===== src/rtl/pgm_pkg.sv =====
// Shared types and constants for the PGM replay scheduler.
// State encoding, word tags, config register offsets and the tag helper.
package pgm_pkg;

    localparam int PGM_ADDR_W = 7;
    localparam int PGM_GAP_W  = 16;
    localparam int RAM_W      = 144;
    localparam int PAY_W      = 132;
    localparam int OUT_W      = 134;

    typedef enum logic [2:0] {
        ST_IDLE,
        ST_ARM,
        ST_READ,
        ST_DRAIN,
        ST_GAP
    } state_t;

    localparam logic [1:0] TAG_HDR  = 2'b01;
    localparam logic [1:0] TAG_MID  = 2'b11;
    localparam logic [1:0] TAG_TAIL = 2'b10;

    localparam logic [1:0] CFG_PKT_NUM = 2'd0;
    localparam logic [1:0] CFG_GAP     = 2'd1;
    localparam logic [1:0] CFG_CTRL    = 2'd2;

    // First word wins if both are flagged; a template always has
    // at least two words, so that only happens on idle cycles.
    function automatic logic [1:0] tag_of(
        input logic i_first,
        input logic i_last
    );
        logic [1:0] w_t;
        if (i_first)
            w_t = TAG_HDR;
        else if (i_last)
            w_t = TAG_TAIL;
        else
            w_t = TAG_MID;
        return w_t;
    endfunction

endpackage


===== src/rtl/pgm_gap_timer.sv =====
// Inter-packet pacing counter: load a gap, count it down, flag expiry.
// Ports: clk, rst_n, i_load/i_val (load), i_count (enable), o_expire.
module pgm_gap_timer
    import pgm_pkg::*;
#(
    parameter int GAP_W = PGM_GAP_W
) (
    input  logic             clk,
    input  logic             rst_n,
    input  logic             i_load,
    input  logic [GAP_W-1:0] i_val,
    input  logic             i_count,
    output logic             o_expire
);

    logic [GAP_W-1:0] r_cnt;

    always_ff @(posedge clk or negedge rst_n) begin
        if (!rst_n)
            r_cnt <= '0;
        else if (i_load)
            r_cnt <= i_val;
        else if (i_count && r_cnt != '0)
            r_cnt <= r_cnt - GAP_W'(1);
    end

    // Expires on the last counting cycle so a gap of N spends exactly
    // N cycles in the counting state.
    assign o_expire = i_count && (r_cnt <= GAP_W'(1));

endmodule


===== src/rtl/pgm_sched.sv =====
// Replay scheduler: re-reads the stored template from PGM_RAM and emits
// it N times (or forever), paced by a gap, yielding to bypass/almost-full.
// Ports: cfg_* register bus, start/last_addr, rd_* RAM port,
// out_* packet stream, busy/done/sent_cnt status.
module pgm_sched
    import pgm_pkg::*;
#(
    parameter int ADDR_W = PGM_ADDR_W,
    parameter int GAP_W  = PGM_GAP_W
) (
    input  logic              clk,
    input  logic              rst_n,
    input  logic              start,
    input  logic [ADDR_W-1:0] last_addr,
    input  logic              bypass_busy,
    input  logic              cfg_wr,
    input  logic [1:0]        cfg_addr,
    input  logic [31:0]       cfg_wdata,
    output logic              rd_en,
    output logic [ADDR_W-1:0] rd_addr,
    input  logic [RAM_W-1:0]  rd_data,
    input  logic              in_alf,
    output logic [OUT_W-1:0]  out_data,
    output logic              out_data_wr,
    output logic              out_valid,
    output logic              out_valid_wr,
    output logic              busy,
    output logic              done,
    output logic [31:0]       sent_cnt
);

    state_t             r_state;
    logic [31:0]        r_pkt_num;
    logic [GAP_W-1:0]   r_gap;
    logic               r_enable;
    logic [ADDR_W-1:0]  r_last;
    logic               r_rd_en;
    logic [ADDR_W-1:0]  r_rd_addr;
    logic               r_rd_v;
    logic [ADDR_W-1:0]  r_rd_a;
    logic [OUT_W-1:0]   r_out_data;
    logic               r_out_wr;
    logic               r_out_last;
    logic               r_done;
    logic [31:0]        r_sent;

    logic               w_gap_expire;
    logic               w_is_first;
    logic               w_is_last;
    logic [31:0]        w_sent_nxt;
    logic               w_unused;

    assign w_unused   = ^{rd_data[RAM_W-1:PAY_W], cfg_wdata};
    assign w_is_first = (r_rd_a == '0);
    assign w_is_last  = (r_rd_a == r_last);
    assign w_sent_nxt = r_sent + 32'd1;

    always_ff @(posedge clk or negedge rst_n) begin
        if (!rst_n) begin
            r_pkt_num <= '0;
            r_gap     <= '0;
            r_enable  <= 1'b0;
        end else if (cfg_wr) begin
            case (cfg_addr)
                CFG_PKT_NUM: r_pkt_num <= cfg_wdata;
                CFG_GAP:     r_gap     <= cfg_wdata[GAP_W-1:0];
                CFG_CTRL:    r_enable  <= cfg_wdata[0];
                default:     ;
            endcase
        end
    end

    pgm_gap_timer #(
        .GAP_W (GAP_W)
    ) u_gap (
        .clk      (clk),
        .rst_n    (rst_n),
        .i_load   (r_state == ST_DRAIN),
        .i_val    (r_gap),
        .i_count  (r_state == ST_GAP),
        .o_expire (w_gap_expire)
    );

    always_ff @(posedge clk or negedge rst_n) begin
        if (!rst_n) begin
            r_state    <= ST_IDLE;
            r_last     <= '0;
            r_rd_en    <= 1'b0;
            r_rd_addr  <= '0;
            r_rd_v     <= 1'b0;
            r_rd_a     <= '0;
            r_out_data <= '0;
            r_out_wr   <= 1'b0;
            r_out_last <= 1'b0;
            r_done     <= 1'b0;
            r_sent     <= '0;
        end else begin
            // RAM returns data one cycle after rd_en; track the
            // address alongside so the tag lines up with the word.
            r_done     <= 1'b0;
            r_rd_v     <= r_rd_en;
            r_rd_a     <= r_rd_addr;
            r_out_wr   <= r_rd_v;
            r_out_last <= r_rd_v && w_is_last;
            if (r_rd_v)
                r_out_data <= {tag_of(w_is_first, w_is_last),
                               rd_data[PAY_W-1:0]};

            unique case (r_state)
                ST_IDLE: begin
                    if (start && r_enable && last_addr != '0) begin
                        r_last  <= last_addr;
                        r_sent  <= '0;
                        r_state <= ST_ARM;
                    end
                end
                ST_ARM: begin
                    if (!bypass_busy && !in_alf) begin
                        r_rd_en   <= 1'b1;
                        r_rd_addr <= '0;
                        r_state   <= ST_READ;
                    end
                end
                ST_READ: begin
                    if (r_rd_addr == r_last) begin
                        r_rd_en <= 1'b0;
                        r_state <= ST_DRAIN;
                    end else begin
                        r_rd_addr <= r_rd_addr + ADDR_W'(1);
                    end
                end
                ST_DRAIN: begin
                    // This edge registers the tail word out.
                    r_sent <= w_sent_nxt;
                    if (!r_enable) begin
                        r_state <= ST_IDLE;
                    end else if (r_pkt_num != '0 &&
                                 w_sent_nxt == r_pkt_num) begin
                        r_done  <= 1'b1;
                        r_state <= ST_IDLE;
                    end else if (r_gap == '0) begin
                        r_state <= ST_ARM;
                    end else begin
                        r_state <= ST_GAP;
                    end
                end
                ST_GAP: begin
                    if (w_gap_expire)
                        r_state <= ST_ARM;
                end
                default: r_state <= ST_IDLE;
            endcase
        end
    end

    assign rd_en        = r_rd_en;
    assign rd_addr      = r_rd_addr;
    assign out_data     = r_out_data;
    assign out_data_wr  = r_out_wr;
    assign out_valid    = r_out_last;
    assign out_valid_wr = r_out_last;
    assign busy         = (r_state != ST_IDLE);
    assign done         = r_done;
    assign sent_cnt     = r_sent;

endmodule


===== config.mk =====
export PLATFORM = sky130hd
export DESIGN_NAME = pgm_sched
export DESIGN_NICKNAME = d
export VERILOG_FILES = /design/src/rtl/pgm_pkg.sv /design/src/rtl/pgm_gap_timer.sv /design/src/rtl/pgm_sched.sv
export SDC_FILE = /design/constraint.sdc
export NUM_CORES = 1
export LEC_CHECK = 0
export CAP_MARGIN = 15
export CORE_MARGIN = 4
export CORE_UTILIZATION = 50
export DETAILED_ROUTE_END_ITERATION = 6
export HOLD_SLACK_MARGIN = 0.1
export PLACE_DENSITY = 0.85
export SKIP_LAST_GASP = 1
export SYNTH_ARGS = -nofsm -noshare
export SYNTH_HDL_FRONTEND = slang
export SYNTH_SLANG_ARGS = --single-unit

===== constraint.sdc =====
create_clock -name clk -period 3.9 [get_ports clk]
set_input_delay 0.975 -clock clk [delete_from_list [all_inputs] [get_ports clk]]
set_output_delay 0.975 -clock clk [all_outputs]
set_load 0.05 [all_outputs]

Word-level counts from Yosys, hierarchy flattened
Index checks and enable logic that the tools add are counted.
{ "totals": {"regBits": 260, "out_inout_bits": 179, "elab_cells": 84} }
{ "op_classes": {"n_addsub": 3, "n_lt_le_gt_ge": 1, "n_eq_ne": 14, "n_mux": 23, "n_reduce_logical": 28} }
{ "ops": {"columns": ["cell", "count"], "rows": [
  ["case mux 32 bit (2 select lines)", 1],
  ["adder 32 x 1 -> 32 bit (second input constant)", 1],
  ["== test 32 bit", 1],
  ["2-to-1 mux 16 bit", 2],
  ["2-to-1 mux 32 bit", 1],
  ["nonzero test 32 bit", 1],
  ["2-to-1 mux 3 bit", 7],
  ["less-or-equal comparator 16 x 1 -> 1 bit (second input constant)", 1],
  ["logical NOT 16 bit", 1],
  ["nonzero test 16 bit", 1],
  ["subtractor 16 x 1 -> 16 bit (second input constant)", 1],
  ["case mux 3 bit (5 select lines)", 1],
  ["== test 7 bit", 2],
  ["2-to-1 mux 7 bit", 2],
  ["case mux 7 bit (2 select lines)", 1],
  ["!= test 2 bit (second input constant)", 5],
  ["AND reduction 2 bit", 5],
  ["adder 7 x 1 -> 7 bit (second input constant)", 1],
  ["logical AND 1 bit", 7],
  ["logical NOT 7 bit", 1],
  ["nonzero test 7 bit", 1],
  ["== test 3 x 2 -> 1 bit (second input constant)", 2],
  ["2-to-1 mux 1 bit", 6],
  ["AND reduction 3 bit", 2],
  ["12 further kinds", 15]
]} }

Longest topological paths before layout
{ "depth": {"word_depth": 6, "mapped_depth": 10} }

Hierarchy
From an unflattened synthesis, not the netlist that was laid out.
{ "unflattened": {"cells_unflattened": 1060, "area_unflattened_um2": 12279.3} }
{ "modules_own_cells": {"columns": ["mod", "instances", "cells_per_inst", "area_each_um2", "seq_area_each_um2"], "rows": [
  ["pgm_sched", 1, 930, 11214.5, 6105.9],
  ["pgm_gap_timer", 1, 130, 1064.8, 400.4]
]} }

Worst setup path after synthesis
OpenSTA, ideal clock, no wires.
{ "synth_path": {"kind": "reg-to-reg", "start": "register r_sent[3] (netlist: sent_cnt[3])", "end": "register r_state[2]", "setup_time_ns": 0.134, "arrival_time_ns": 2.770, "required_ns": 3.766, "path_slack_ns": 0.996, "path_stages_with_launch": 10, "path_buffers": 2, "period_less_slack_ns": 2.904, "path_cell_list": "dfrtp_1 buf_4 nand2_2 or4_1 buf_2 or4_4 a211oi_2 nand4_1 nor4_2 o21ai_0"} }
{ "synth_via": {"elab_chain_cells": 6} }
{ "synth_rtl": {"columns": ["element", "line_no", "text"], "rows": [
  ["start: declaration", "pgm_sched.sv:45", "logic [31:0] r_sent;"],
  ["start signal: assignment", "pgm_sched.sv:134", "r_sent <= w_sent_nxt;"],
  ["adder 32 x 1 -> 32 bit", "pgm_sched.sv:56", "assign w_sent_nxt = r_sent + 32'd1;"],
  ["== test 32 bit", "pgm_sched.sv:138", "w_sent_nxt == r_pkt_num) begin"],
  ["logical AND 1 bit", "pgm_sched.sv:137", "end else if (r_pkt_num != '0 &&"],
  ["2-to-1 mux 3 bit", "pgm_sched.sv:137", null],
  ["2-to-1 mux 3 bit", "pgm_sched.sv:135", "if (!r_enable) begin"],
  ["case mux 3 bit (5 select lines)", "pgm_sched.sv:109", "unique case (r_state)"],
  ["end signal: assignment", "pgm_sched.sv:114", "r_state <= ST_ARM;"],
  ["end signal: assignment", "pgm_sched.sv:136", "r_state <= ST_IDLE;"],
  ["end signal: assignment", "pgm_sched.sv:140", "r_state <= ST_IDLE;"],
  ["end: declaration", "pgm_sched.sv:32", "state_t r_state;"]
]} }
No other way between the ends.
A chain may end at the register's enable or synchronous reset.

Final worst setup path
{ "layout_path": {"start": "register r_sent[0] (netlist: sent_cnt[0])", "end": "register r_state[2]"} }
The elaborated chain is that of the path after synthesis.

==> impl_metrics.json <==
{
  "avgSynthCellArea_um2": 11.9,
  "pwr_density_cell_nw_per_um2": 491,
  "final_common_cell": "clkdlybuf4s50_1",
  "drive_gt1_share_pct": 19.3,
  "min_period_over_period_pct": 85.3,
  "rows": 56,
  "run_status": "complete, no violations",
  "hpwl_mm": 27.6,
  "switching_share_pct": 32.4,
  "grt_pass1_wl_mm": 55.8,
  "core-area_um2": 23500,
  "start_util_pct": 50.8,
  "final-setup-viol-count": 0,
  "vdd_drop_max_mv": 0.400,
  "synth_area_leaders": "dfrtp_1 (55%), mux2_2 (18%), xnor2_1 (3.0%)",
  "arrival_ps": 3710,
  "p_comb_share_pct": 26.5,
  "postCtsHoldBufs": 0,
  "yosysTopAreaCell": "dfrtp_1",
  "clock_skew_ps": 14.6,
  "async_flop_share_pct": 100,
  "final_cells": 1688,
  "hold_slack_ps": 437,
  "portBuffers": 357,
  "antenna_found_initial": 9,
  "clock_power_share_pct": 31.7,
  "clock_latency_ps": 530,
  "setup.worst_path.end_class": "register",
  "cts_sinks": 260,
  "syn-instance-count": 999,
  "synth_top_area_share_pct": 54.6,
  "drtIter0Drc": 765,
  "cts_setup_buffers": 0,
  "highest_layer": "met4",
  "min_path_type": "in -> async",
  "final_cell_mix": "clkdlybuf4s50_1 (356), dfrtp_1 (259), mux2_2 (188)",
  "groute.usage.overall_pct": 26.9,
  "routedWlPerCell_um": 21.9,
  "grt_pass1_vias": 9656,
  "cts.clk_slew.worst_paths_ps": 60,
  "die-area_um2": 26400,
  "ys_ff_latch": 260,
  "drt_first_pass_iters": 5,
  "place_congestion": 0.934,
  "io_pins": 370,
  "cts.repair.resized": 0,
  "cap_violations": 0,
  "dieHeight_um": 162,
  "routed_via_density": 5.75,
  "wl_met3_mm": 2.79,
  "p_int_mw": 5.55,
  "max_freq_ghz": 0.301,
  "crit-reg2reg-launch": "sent_cnt[0]",
  "m1WireLength_mm": 14.0,
  "slew_violations": 0,
  "drc": 0,
  "rsz0062_at_grt": "false",
  "critPathKind": "reg -> reg",
  "synth_warnings": 0,
  "synth-main-ff-cell": "dfrtp_1",
  "cts_root_buffer": "clkbuf_16",
  "power_leakage_nw": 6.73,
  "start_kind": "register",
  "cp.required_ps": 4280,
  "placed_cells": 1631,
  "hold_viol_final": 0,
  "grt_max_degree": 78,
  "area_growth_pct": 40.4,
  "wl_met2_mm": 18.9,
  "fin_crit_ps": 3330,
  "fin_nets": 1537,
  "finalSetupTns_ps": 0,
  "cts_tree": "done",
  "maxSlewHeadroom_pct": 28.7,
  "p_switching_mw": 2.66,
  "grt-ovfl-total": 0,
  "synth.distinct_cells": 68,
  "crit_start": "sent_cnt[0]",
  "cts_made_buffers": 28,
  "max_slew.worst_pin.slew_ps": 1070,
  "cts_max_level": 1,
  "pwr-share-seq_pct": 41.8,
  "seq_area_frac_synth_pct": 54.6,
  "synth-edff-count": 0,
  "clk_path_buf_depth": 3,
  "critPathMaxFanout": 11,
  "synth_fp_nets": 1194,
  "die_x_um": 162,
  "antenna_left": 0,
  "totalWireLength_mm": 36.9,
  "synth_area_um2": 11900,
  "vias": 9710
}
[layer usage]
layer  global-route usage [%]  vias up
li1                         -     4355
met1                     34.0     4827
met2                     46.4      465
met3                     5.26       63
met4                     9.38        0
met5                        0        -
[sequential cells by signal, indices dropped and copies added, names as in the netlist]
name	count
out_data	134
out_data_wr	1
done	1
rd_addr	7
rd_en	1
r_pkt_num	32
out_valid	1
r_rd_v	1
r_enable	1
sent_cnt	32
r_gap	16
u_gap.r_cnt	16
r_state	3
r_last	7
r_rd_a	7
[synthesized netlist by cell type (3+ instances only)]
cell type    n
dfrtp_1    260
mux2_2     188
o21ai_0     62
nor2_1      53
nand2_1     48
clkbuf_1    46
xnor2_1     41
nor4_1      29
nand3_1     27
nand4_1     25
a21oi_1     23
xor2_1      21
o31ai_1     16
nor3_1      15
and3_1      12
and2_1       9
a31oi_1      8
or3_1        8
inv_1        7
buf_2        6
a211oi_1     5
and4_1       5
a221o_1      4
buf_4        4
ha_1         4
nand3b_1     4
o211ai_1     4
o22ai_1      4
or4_1        4
a311oi_1     3
nand2b_1     3
nor3b_1      3
o2111ai_1    3
o21a_1       3
o41ai_1      3
[layout make-up]
cell class / count / area (µm²)
well taps: 319 / 399
flip-flops and latches: 260 / 6510
repair buffers: 373 / 3750
clock inverters: 8 / 90.1
inverters: 7 / 26.3
clock buffers: 40 / 807
diodes: 9 / 22.5
multi-input cells: 672 / 5130
fillers: 1623 / 6740
[stage by stage]
step,utilization (%),cell area (µm²),power [mW],setup WS (ps)
2_1_floorplan,-,11900,4.79,996
3_3_place_gp,67.4,15800,5.55,738
3_5_place_dp,67.4,15800,5.63,664
4_1_cts,71.2,16700,8.25,607
5_1_grt,71.3,16700,8.59,358
6_report,71.3,16700,8.21,572
[cell families after synthesis]
group	share of synthesized area, %
flops	54.6
simple gates	11.6
xor+xnor	4.55
mux	17.8
fa+ha+maj	0.420
compound gates	8.57
buf+inv	2.43
[critical path: stages (launching register included)]
cell	delay, ps
dfrtp_1	490
ha_1	450
nand4_1	360
nor4_1	550
a21oi_1	150
a211oi_2	240
nand4_1	130
nor4_2	610
o21ai_0	190
[final timing paths]
kind                                      to  slack [ps]  depth (start not counted)
max in group asynchronous             r_rd_v        2680                          2
worst max register to register    r_state[2]         570                          8
min in group clk                      r_rd_v         440                          0
worst max-delay path              r_state[2]         570                          8
worst min register to register        r_rd_v         440                          0
worst min-delay path            sent_cnt[30]         440                          1
[power by group through the flow]
stage,sequential (mW),combinational (mW),clock (mW)
floorplan,3.77,1.02,0
global placement,3.45,2.09,0
detailed placement,3.48,2.16,0
CTS,3.43,2.17,2.65
global route,3.49,2.33,2.77
finish,3.44,2.17,2.61
Power figures use the tool's default switching activity.
